$ cat src/rtl/display_reg_bank.sv
// display_reg_bank: telemetry register bank with readback, valid/stale flags
// Define DISPLAY_REG_SHADOW_EN to stage writes in shadow regs until commit.
module display_reg_bank #(
    parameter int NUM_REGS       = 8,
    parameter int DATA_W         = 8,
    parameter int ADDR_W         = 3,
    parameter int TIMEOUT_CYCLES = 50000000,
    parameter int TMR_W          = 26
) (
    input  logic                       clk,
    input  logic                       rst_n,
    input  logic [ADDR_W-1:0]          addr,
    input  logic                       write,
    input  logic [DATA_W-1:0]          data_in,
`ifdef DISPLAY_REG_SHADOW_EN
    input  logic                       commit,
`endif
    input  logic                       rd_en,
    input  logic [ADDR_W-1:0]          rd_addr,
    output logic [DATA_W-1:0]          rd_data,
    output logic                       rd_valid,
    output logic [NUM_REGS*DATA_W-1:0] regs_flat,
    output logic [NUM_REGS-1:0]        valid,
    output logic [NUM_REGS-1:0]        stale,
    output logic                       addr_err
);

    // One extra bit so NUM_REGS == 2**ADDR_W still compares correctly
    localparam logic [ADDR_W:0]  NUM_L  = (ADDR_W+1)'(NUM_REGS);
    localparam logic [TMR_W-1:0] TMO    = TMR_W'(TIMEOUT_CYCLES);
    localparam logic [TMR_W-1:0] TMO_M1 = TMR_W'(TIMEOUT_CYCLES - 1);

    logic [DATA_W-1:0] regs      [NUM_REGS];
    logic [TMR_W-1:0]  cnt       [NUM_REGS];
    logic [DATA_W-1:0] load_data [NUM_REGS];
    logic [NUM_REGS-1:0] wr_hit;
    logic [NUM_REGS-1:0] load;
    logic [DATA_W-1:0]   rd_mux;
    logic                wr_ok;
    logic                rd_ok;

    assign wr_ok = ({1'b0, addr} < NUM_L);
    assign rd_ok = ({1'b0, rd_addr} < NUM_L);

    // Decode the write address into a one-hot hit vector
    always_comb begin
        wr_hit = '0;
        for (int i = 0; i < NUM_REGS; i++) begin
            wr_hit[i] = write && wr_ok && (addr == ADDR_W'(i));
        end
    end

    // Read-side mux over the live registers (pre-write values)
    always_comb begin
        rd_mux = '0;
        for (int i = 0; i < NUM_REGS; i++) begin
            if (rd_addr == ADDR_W'(i)) begin
                rd_mux = regs[i];
            end
        end
    end

`ifdef DISPLAY_REG_SHADOW_EN
    logic [DATA_W-1:0]   shadow [NUM_REGS];
    logic [NUM_REGS-1:0] dirty;

    // Live load on commit: dirty entries plus any write landing this cycle
    always_comb begin
        for (int i = 0; i < NUM_REGS; i++) begin
            load[i]      = commit && (dirty[i] || wr_hit[i]);
            load_data[i] = wr_hit[i] ? data_in : shadow[i];
        end
    end

    // Shadow storage and dirty tracking
    always_ff @(posedge clk or negedge rst_n) begin
        if (!rst_n) begin
            dirty <= '0;
            for (int i = 0; i < NUM_REGS; i++) begin
                shadow[i] <= '0;
            end
        end else begin
            for (int i = 0; i < NUM_REGS; i++) begin
                if (wr_hit[i]) begin
                    shadow[i] <= data_in;
                end
                if (load[i]) begin
                    dirty[i] <= 1'b0;
                end else if (wr_hit[i]) begin
                    dirty[i] <= 1'b1;
                end
            end
        end
    end
`else
    // Writes go straight to the live registers
    always_comb begin
        for (int i = 0; i < NUM_REGS; i++) begin
            load[i]      = wr_hit[i];
            load_data[i] = data_in;
        end
    end
`endif

    // Live registers, valid flags and staleness timers; a load beats timeout
    always_ff @(posedge clk or negedge rst_n) begin
        if (!rst_n) begin
            valid <= '0;
            stale <= '0;
            for (int i = 0; i < NUM_REGS; i++) begin
                regs[i] <= '0;
                cnt[i]  <= '0;
            end
        end else begin
            for (int i = 0; i < NUM_REGS; i++) begin
                if (load[i]) begin
                    regs[i]  <= load_data[i];
                    valid[i] <= 1'b1;
                    stale[i] <= 1'b0;
                    cnt[i]   <= '0;
                end else if (valid[i] && (cnt[i] < TMO)) begin
                    cnt[i] <= cnt[i] + 1'b1;
                    if (cnt[i] == TMO_M1) begin
                        stale[i] <= 1'b1;
                    end
                end
            end
        end
    end

    // Registered readback; out-of-range reads return zero
    always_ff @(posedge clk or negedge rst_n) begin
        if (!rst_n) begin
            rd_data  <= '0;
            rd_valid <= 1'b0;
        end else if (rd_en) begin
            rd_valid <= 1'b1;
            rd_data  <= rd_ok ? rd_mux : '0;
        end else begin
            rd_valid <= 1'b0;
        end
    end

    // Single error pulse for any out-of-range access this cycle
    always_ff @(posedge clk or negedge rst_n) begin
        if (!rst_n) begin
            addr_err <= 1'b0;
        end else begin
            addr_err <= (write && !wr_ok) || (rd_en && !rd_ok);
        end
    end

    for (genvar g = 0; g < NUM_REGS; g++) begin : g_flat
        assign regs_flat[g*DATA_W +: DATA_W] = regs[g];
    end

endmodule

$ cat config.mk
export PLATFORM = sky130hd
export DESIGN_NAME = display_reg_bank
export DESIGN_NICKNAME = d
export VERILOG_FILES = /design/src/rtl/display_reg_bank.sv
export SDC_FILE = /design/constraint.sdc
export NUM_CORES = 1
export LEC_CHECK = 0
export BUFFER_PORTS_ARGS = -buffer_cell sky130_fd_sc_hd__buf_2
export CAP_MARGIN = 30
export CORE_MARGIN = 8
export CORE_UTILIZATION = 45
export CTS_CLUSTER_DIAMETER = 40
export DETAILED_ROUTE_END_ITERATION = 6
export PLACE_DENSITY = 0.64
export SYNTH_ARGS = -nofsm -noshare
export SYNTH_HDL_FRONTEND = slang
export SYNTH_SLANG_ARGS = --single-unit
$ cat constraint.sdc
create_clock -name clk -period 6 [get_ports clk]
set_clock_uncertainty 0.05 [all_clocks]
set_input_delay 0 -clock clk [delete_from_list [all_inputs] [get_ports clk]]
set_output_delay 0 -clock clk [all_outputs]
set_load 0.05 [all_outputs]
==> impl_metrics.yaml <==
sta:
  fmax_ghz: 0.3573
  setup_violations: 0
  fin_crit_ns: 2.799
  hold_viol_final: 0
  rsz0062_at_grt: "false"
  timing.slew.headroom_pct: 25.41
  setup_tns_ns: 0
  min_period_over_period_pct: 46.65
  worst_pin_slew_ns: 1.119
  final_max_slew_viol_count: 0
global_route:
  grt_pass1_wl_um: 63280
  grtUsageMet3_pct: 5.278
  groute.usage.overall_pct: 19.76
  top_usage_layer: "met2"
  grt_pass1_vias: 12080
  use_met2_pct: 31.31
  met1_usage_pct: 25.96
  antenna_found_initial: 1
  grt_start_max_net_pins: 190
  overflow: 0
power_and_ir_drop:
  pwr-share-seq_pct: 38.6
  p_clk_share_pct: 42.7
  p_int_mw: 4.629
  leakage_nw: 7.931
  switchingPower_mw: 2.212
  total_power_mw: 6.841
  peakVddDrop_mv: 0.2033
  power.density_nw_per_um2: 383.7
  power_switching_share_pct: 32.33
  pwr-share-comb_pct: 18.7
detailed_routing:
  drt-pass1-iter-count: 5
  wire_per_inst_um: 17.45
  routed_wl_um: 38520
  vias: 12240
  ant_nets: 0
  avgViaCountPerCell: 5.545
  drc: 0
  drt_iter0_drc: 859
cts:
  numCtsBuffers: 49
  ctsHoldBuffers: 11
  clkSlewWorstSetupHoldPaths_ns: 0.05
  cts-resized-gates: 0
  htree_num_levels: 2
  clk_path_buf_depth: 3
  clk_latency_ns: 0.55
  post-cts-setup-buffer-count: 0
  root_buffer: "clkbuf_16"
  clock-sinks: 297
  cts_tree: "yes"
final_layout:
  final_core_utilization_pct: 53.71
  layout_common_cells: "dfrtp_1, nand2_1, nor2_1"
  nFillCells: 3003
  drive_gt1_share_pct: 15.35
  syn2layout_area_growth_pct: 18.56
  stdcell_count: 2208
  final_nets: 1747
  layout_commonest_cell: "dfrtp_1"
placed_design:
  port_buffers: 106
  dp.final_hpwl_um: 25840
  placedCellCount: 2107
  place_congestion: 0.8283
yosys:
  ys_ff_latch: 297
  ys.flop_type: "dfrtp_1"
  avgSynthCellArea_um2: 9.340
  yosys_warnings: 0
  synth_edf_count: 0
  syn_area_um2: 15040
  yosysSeqAreaShare_pct: 49.42
  synth.distinct_cells: 68
  synth_nets: 1636
  synthArstFlopShare_pct: 100.0
  postSynthCellCount: 1610
floorplanning:
  dieArea_um2: 39520
  design.core.area_um2: 33200
  ios: 108
  start_util_pct: 45.30
  chipWidth_um: 198.8
  die_height_um: 198.8
  rows: 67
run:
  maxCapViolCount: 0
setup_path:
  reg2regPathDepth: 6
  cp_max_fo: 13
  required_ns: 6.42
  end_kind: "register"
  worstSetupPathType: "reg2reg"
  worstPathArrival_ns: 3.22
  startpoint_type: "register"
status:
  status: "complete, no violations"
worst_hold_path:
  hold_path_class: "in2async"
==> per-layer routing <==
layer / wire length (µm) / vias up
met3: 2629 / 66
met1: 17270 / 6004
li1: - / 5920
met4: 1099 / 2
met5: 13 / -
met2: 17510 / 252
==> layout make-up <==
type                       count  area, µm²  share of cell area (%)
sequential                   297       7432                   41.68
multi-input combinational   1220       7269                   40.77
clock buffer                  57       1296                   7.270
timing repair buffer         132      779.5                   4.372
tap                          448      560.5                   3.144
clock inverter                32      410.4                   2.302
inverter                      21      78.83                  0.4421
antenna                        1      2.502                 0.01404
==> critical path, cell delays in order, from the launching register on <==
cell	delay (ns)
dfrtp_1	0.43
or4_1	0.54
o211ai_1	0.23
nand3_1	0.41
and2_1	0.40
or4_1	0.51
a21oi_1	0.15
==> flip-flops by register name, summed over array words and instances (netlist names) <==
register,count
rd_valid,1
rd_data,8
stale,8
valid,8
cnt,208
regs_flat,64
==> cells in the mapped netlist (3+ instances only) <==
library cell | number | area, µm²
nand4_1 | 53 | 331.6
mux2i_1 | 24 | 240.2
ha_1 | 8 | 100.1
a211oi_1 | 17 | 127.6
or3_1 | 36 | 225.2
a21oi_1 | 72 | 360.4
nand4b_1 | 4 | 35.03
o211ai_1 | 9 | 67.56
nor2b_1 | 13 | 81.33
a2111oi_0 | 5 | 43.79
a21boi_0 | 3 | 22.52
dfrtp_1 | 297 | 7432
o21ai_1 | 3 | 15.01
nor2_1 | 204 | 765.7
or2_2 | 5 | 31.28
nor3_1 | 31 | 155.2
o221ai_1 | 7 | 61.31
nand2b_1 | 10 | 62.56
xnor2_1 | 82 | 718.2
o31ai_1 | 3 | 22.52
nor4b_1 | 9 | 78.83
inv_1 | 21 | 78.83
nor4_1 | 19 | 118.9
and2_1 | 14 | 87.58
nor3b_1 | 6 | 45.04
mux2_2 | 26 | 292.8
nand2_1 | 243 | 912.1
nand3_1 | 70 | 350.3
xor2_1 | 55 | 481.7
a222oi_1 | 7 | 70.07
o21a_1 | 10 | 75.07
a21boi_1 | 3 | 22.52
buf_2 | 4 | 20.02
o21ai_0 | 50 | 250.2
and3_1 | 29 | 181.4
a31o_2 | 9 | 78.83
a41oi_1 | 4 | 35.03
buf_1 | 5 | 18.77
a21o_1 | 9 | 67.56
and4_1 | 17 | 148.9
clkbuf_1 | 61 | 229.0
a31oi_1 | 6 | 37.54
or4_1 | 15 | 112.6
==> per-stage QoR <==
stage	worst slack [ns]	cell area (µm²)	hold WS, ns
2_1_floorplan	3.631	15040	-0.3456
3_3_place_gp	3.101	15980	0.06330
3_5_place_dp	3.243	16010	0.07635
4_1_cts	3.237	17830	0.03697
5_1_grt	3.133	17830	0.06315
6_report	3.201	17830	0.03339
==> power by group through the flow <==
| stage | Combinational [mW] | Sequential (mW) | Clock (mW) |
|---|---|---|---|
| after global routing | 1.41 | 2.69 | 3.06 |
| after floorplan | 0.598 | 2.93 | 0 |
| after global placement | 1.26 | 2.65 | 0 |
| after detailed placement | 1.29 | 2.66 | 0 |
| after CTS | 1.30 | 2.64 | 2.98 |
| final | 1.28 | 2.64 | 2.92 |
==> worst paths after layout <==
kind | startpoint | endpoint | slack, ns
max in group asynchronous | rst_n | cnt[113] | 4.33
min | rst_n | cnt[176] | 0.03
max | cnt[165] | cnt[181] | 3.20
min reg2reg | valid[2] | valid[2] | 0.43
max reg2reg | cnt[165] | cnt[181] | 3.20
min in group clk | rd_addr[1] | rd_data[0] | 0.06
==> logic make-up (layout without fill, tap and decap cells) <==
logic type | after synthesis | count (layout) | synth area share (%)
AOI/OAI and AO/OA | 238 | 238 | 10.62
xor gates and xnor gates | 137 | 137 | 7.979
adders and majority gates | 8 | 8 | 0.6656
buffers and inverters | 93 | 242 | 2.430
DFF | 297 | 297 | 49.42
muxes | 50 | 50 | 3.544
other | 1 | 2 | 0.02494
and+or+nand+nor | 786 | 786 | 25.32
(Power assumes the default switching activity.)
